File: config.mk
export PLATFORM = sky130hd
export DESIGN_NAME = fetch_stage
export DESIGN_NICKNAME = d
export VERILOG_FILES = /design/src/rtl/fetch_stage.sv
export SDC_FILE = /design/constraint.sdc
export NUM_CORES = 1
export LEC_CHECK = 0
export CORE_MARGIN = 2
export CORE_UTILIZATION = 40
export CTS_CLUSTER_DIAMETER = 80
export DETAILED_ROUTE_END_ITERATION = 10
export PLACE_DENSITY_LB_ADDON = 0.25
export SETUP_SLACK_MARGIN = 0.05
export SYNTH_ARGS = -nofsm -noshare
export SYNTH_HDL_FRONTEND = slang
export SYNTH_SLANG_ARGS = --single-unit
File: constraint.sdc
create_clock -name CLK -period 2.12 [get_ports CLK]
set_input_delay 0.424 -clock CLK [delete_from_list [all_inputs] [get_ports CLK]]
set_output_delay 0.424 -clock CLK [all_outputs]
set_load 0.01 [all_outputs]
File: src/rtl/fetch_stage.sv
// rtl/fetch_stage.sv - instruction fetch stage with IF/ID register and one-entry skid buffer
module fetch_stage #(
  parameter logic [31:0] PC_INIT   = 32'h0000_0000,
  parameter logic [31:0] NOP_INSTR = 32'h0000_0000
) (
  input  logic        CLK,
  input  logic        RST,
  output logic        iREN,
  output logic [31:0] iaddr,
  input  logic        ihit,
  input  logic [31:0] iload,
  input  logic        stall,
  input  logic        redirect,
  input  logic [31:0] redirect_pc,
  input  logic        halt,
  output logic        ifid_valid,
  output logic [31:0] ifid_instr,
  output logic [31:0] ifid_pc,
  output logic [31:0] ifid_npc
);

  typedef enum logic [1:0] {FETCH, HOLD, HALTED} state_t;

  state_t      state;
  logic [31:2] pc;
  logic [31:2] pc_next;
  logic [31:2] skid_pc;
  logic [31:0] skid_instr;
  logic        unused_redirect_bits;

  assign pc_next              = pc + 30'd1;
  assign iREN                 = (state == FETCH) && !RST;
  assign iaddr                = {pc, 2'b00};
  assign unused_redirect_bits = ^redirect_pc[1:0];

  always_ff @(posedge CLK) begin
    if (RST) begin
      pc         <= PC_INIT[31:2];
      state      <= FETCH;
      ifid_valid <= 1'b0;
      ifid_instr <= NOP_INSTR;
      ifid_pc    <= 32'h0;
      ifid_npc   <= 32'h0;
      skid_instr <= 32'h0;
      skid_pc    <= 30'h0;
    end else if (halt) begin
      state      <= HALTED;
      ifid_valid <= 1'b0;
      ifid_instr <= NOP_INSTR;
    end else if (state == HALTED) begin
      state <= HALTED;
    end else if (redirect) begin
      // Any same-cycle hit and any parked skid word belong to the wrong path.
      pc         <= redirect_pc[31:2];
      state      <= FETCH;
      ifid_valid <= 1'b0;
      ifid_instr <= NOP_INSTR;
      skid_instr <= 32'h0;
      skid_pc    <= 30'h0;
    end else begin
      case (state)
        FETCH: begin
          if (!stall) begin
            if (ihit) begin
              ifid_valid <= 1'b1;
              ifid_instr <= iload;
              ifid_pc    <= {pc, 2'b00};
              ifid_npc   <= {pc_next, 2'b00};
              pc         <= pc_next;
            end else begin
              ifid_valid <= 1'b0;
              ifid_instr <= NOP_INSTR;
            end
          end else if (ihit) begin
            // Park the word so it is never re-requested once the stall clears.
            skid_instr <= iload;
            skid_pc    <= pc;
            pc         <= pc_next;
            state      <= HOLD;
          end
        end
        HOLD: begin
          if (!stall) begin
            ifid_valid <= 1'b1;
            ifid_instr <= skid_instr;
            ifid_pc    <= {skid_pc, 2'b00};
            ifid_npc   <= {skid_pc + 30'd1, 2'b00};
            state      <= FETCH;
          end
        end
        default: state <= HALTED;
      endcase
    end
  end

endmodule

==> results_dict.tcl <==
set metrics [dict create \
    synth-main-ff-cell "dfxtp_1" \
    max_freq_ghz 0.478 \
    drt_wl_total_mm 30.9 \
    grt_pass1_vias 9032 \
    area_growth_pct 42.4 \
    cts_buffers 17 \
    ant_nets 0 \
    htree_levels 4 \
    nFillCells 2033 \
    wl_per_cell_um 18.0 \
    synth_edf_count 0 \
    p_switching_mw 2.07 \
    fin_crit_ns 2.09 \
    status "complete, no violations" \
    dp_hpwl_mm 21.3 \
    path_buf_inv 1 \
    synthTopCellsByArea "dfxtp_1 41%, nand2_1 7.4%, nor2_1 6.6%" \
    drv_cap 0 \
    setup_violations 0 \
    cp.arrival_ns 2.41 \
    switching_share_pct 26.5 \
    cpMaxStageDelayCell "or4_4" \
    met2RoutedLength_mm 14.6 \
    min_period_over_period_pct 98.6 \
    ys_ff_latch 187 \
    fin_setup_tns_ns 0 \
    cpLargestDelayFamily "simple AND/OR/NAND/NOR gates" \
    maxSlewHeadroom_pct 49.8 \
    grt_max_degree 82 \
    cp-start-kind "flop" \
    drt-met1-wl_mm 13.1 \
    synth_top_cell_by_area "dfxtp_1" \
    gp_congestion 0.933 \
    die_width_um 155 \
    cpPeakStageDelay_ns 0.54 \
    die_area_mm2 0.0240 \
    io_buffer_count 191 \
    power_frac_clock_pct 41.3 \
    crit_chain "ha_2 -> nand4_1 -> or4_4 -> buf_6 -> o31a_1 -> nor3_2 -> o31ai_1" \
    pwr-share-comb_pct 12.1 \
    routed-wl-met3_mm 2.56 \
    firstDrtPassIters 6 \
    hold_viol 0 \
    start_util_pct 40.5 \
    clockBufferDepth 2 \
    peakVddDrop_v 0.000519 \
    power.total_mw 7.80 \
    final_nets 1493 \
    power.density_mw_per_mm2 601 \
    worstPathMaxFanout 10 \
    endpoint_kind "flop" \
    grt_pass1_wl_mm 48.3 \
    power_frac_seq_pct 46.6 \
    mostFrequentLayoutCells "188 x clkdlybuf4s50_1, 179 x nand2_1, 174 x dfxtp_1" \
    drtIter0Drc 669 \
    synth_cells 1195 \
    io_pins 200 \
    fin_util_pct 57.6 \
    synth-async-reset-ratio_pct 0 \
    yosysSeqAreaShare_pct 41.1 \
    skew_ns 0.0138 \
    chipHeight_um 155 \
    cp_data_required_time_ns 2.44 \
    hold_class "reg -> reg" \
    drt-vias-per-instance 5.72 \
    overflow 0 \
    drc_errors 0 \
    cts_tree "done" \
    maxSlewViolCount 0 \
    synth_cell_types 58 \
    intPower_mw 5.73 \
    antenna_found_initial 1 \
    clk_pin_slew_ns 0.07 \
    synth_area_per_cell_um2 7.62 \
    yosysWarnings 0 \
    cts-root-buf "clkbuf_16" \
    critPathKind "reg -> reg" \
    netlist_area_mm2 0.00910 \
    dr_total_vias 9830 \
    num_rows 55 \
    cts.sinks 187 \
    top_layer "met4" \
    core_mm2 0.0225 \
    rsz0062_at_grt "true" \
    yosysTopAreaCellShare_pct 41.1 \
    drive_above_1_share_pct 16.0 \
    clk_latency_ns 0.44 \
    worst_pin_slew_ns 0.753 \
    layout_commonest_cell "clkdlybuf4s50_1" \
    grt_util_all_layers_pct 25.0 \
    p_leak_nw 4.47 \
]
## layer usage
layer | GRT usage [%] | vias to the layer above
met3 | 6.35 | 46
li1 | - | 4714
met5 | 0 | -
met1 | 33.0 | 4622
met4 | 6.97 | 0
met2 | 40.6 | 448
## cell families (layout without fill, tap and decap cells)
family                   Yosys count  after routing  share of synthesized area, %
flip-flops                       187            187                          41.1
multiplexers                       1              1                         0.110
adder cells (fa/ha/maj)            2              2                         0.275
AND/OR/NAND/NOR                  503            504                          24.7
AO/OA/AOI/OAI                    321            321                          23.7
other                              1              7                        0.0412
XOR/XNOR                          37             37                          3.56
buffers and inverters            143            376                          6.49
## Yosys cell counts, drive strengths merged (6+ instances only)
| master | number |
|---|---|
| dfxtp | 187 |
| nand2 | 179 |
| nor2 | 161 |
| a21oi | 105 |
| clkbuf | 95 |
| a22oi | 65 |
| nand3 | 55 |
| buf | 33 |
| o21ai | 33 |
| a311oi | 30 |
| nor3 | 25 |
| nand4 | 21 |
| nor4 | 21 |
| xnor2 | 21 |
| xor2 | 16 |
| inv | 13 |
| o31ai | 13 |
| o211ai | 12 |
| or4 | 10 |
| a31oi | 9 |
| and3 | 9 |
| a22o | 7 |
| a32o | 6 |
| and4 | 6 |
| nand2b | 6 |
| or3 | 6 |
## path summary, 6_finish.rpt
kind	startpoint	end	slack (ns)	depth (start not counted)
worst max-delay path	skid_pc[3]$_SDFFE_PP0P_	ifid_npc[30]$_SDFFE_PP0P_	0.03	7
worst min-delay path	ifid_npc[5]$_SDFFE_PP0P_	ifid_npc[5]$_SDFFE_PP0P_	0.46	2
worst max register to register	skid_pc[3]$_SDFFE_PP0P_	ifid_npc[30]$_SDFFE_PP0P_	0.03	7
worst min register to register	ifid_npc[5]$_SDFFE_PP0P_	ifid_npc[5]$_SDFFE_PP0P_	0.46	2
## state kept, by name, summed over array words and instances, names as in the netlist
name        cells
ifid_valid      1
skid_instr     32
ifid_npc       30
pc             30
ifid_instr     32
skid_pc        30
ifid_pc        30
state           2
## worst register-to-register path: cells and delay by family, from the launching register on
kind	cells	cell delay, ns
adder cells (fa/ha/maj)	1	0.19
flip-flops	1	0.34
AO/OA/AOI/OAI	2	0.40
buffers and inverters	1	0.16
AND/OR/NAND/NOR	3	0.89
## through the flow
step	hold WS (ns)	cell area [um2]	cells	setup slack (ns)
after floorplan	0.465	9200	1200	0.0538
after global placement	0.449	12100	1673	-0.144
after detailed placement	0.453	12100	1673	-0.241
after CTS	0.465	12700	1707	0.0410
after global routing	0.483	13000	1720	-0.0315
final	0.462	13000	1720	0.0299
## area by class of cell
cell class                      count  area [um2]  share of cell area, %
Clock buffer                       18         439                   3.39
Clock inverter                     14         150                   1.16
Multi-Input combinational cell    871        5060                   39.0
Timing Repair Buffer              329        3140                   24.2
Inverter                           15        56.3                  0.434
Antenna cell                        1        2.50                 0.0193
Tap cell                          285         357                   2.75
Sequential cell                   187        3760                   29.0
## what timing repair did
| action | CTS | global route |
|---|---|---|
| cloned | 0 | 1 |
| pin swaps | 3 | 12 |
| buffers inserted | 2 | 11 |
| hold buffers | 0 | 0 |
| resized for setup | 6 | 41 |
| setup endpoints to repair | 7 | 21 |
## power by group through the flow
| stage | Combinational [mW] | Sequential (mW) | Clock [mW] |
|---|---|---|---|
| 2_1_floorplan | 0.420 | 3.74 | 0 |
| 3_3_place_gp | 0.921 | 3.72 | 0 |
| 3_5_place_dp | 0.929 | 3.72 | 0 |
| 4_1_cts | 0.932 | 3.64 | 3.29 |
| 5_1_grt | 1.02 | 3.65 | 3.42 |
| 6_report | 0.941 | 3.64 | 3.22 |
(Power assumes the default switching activity.)
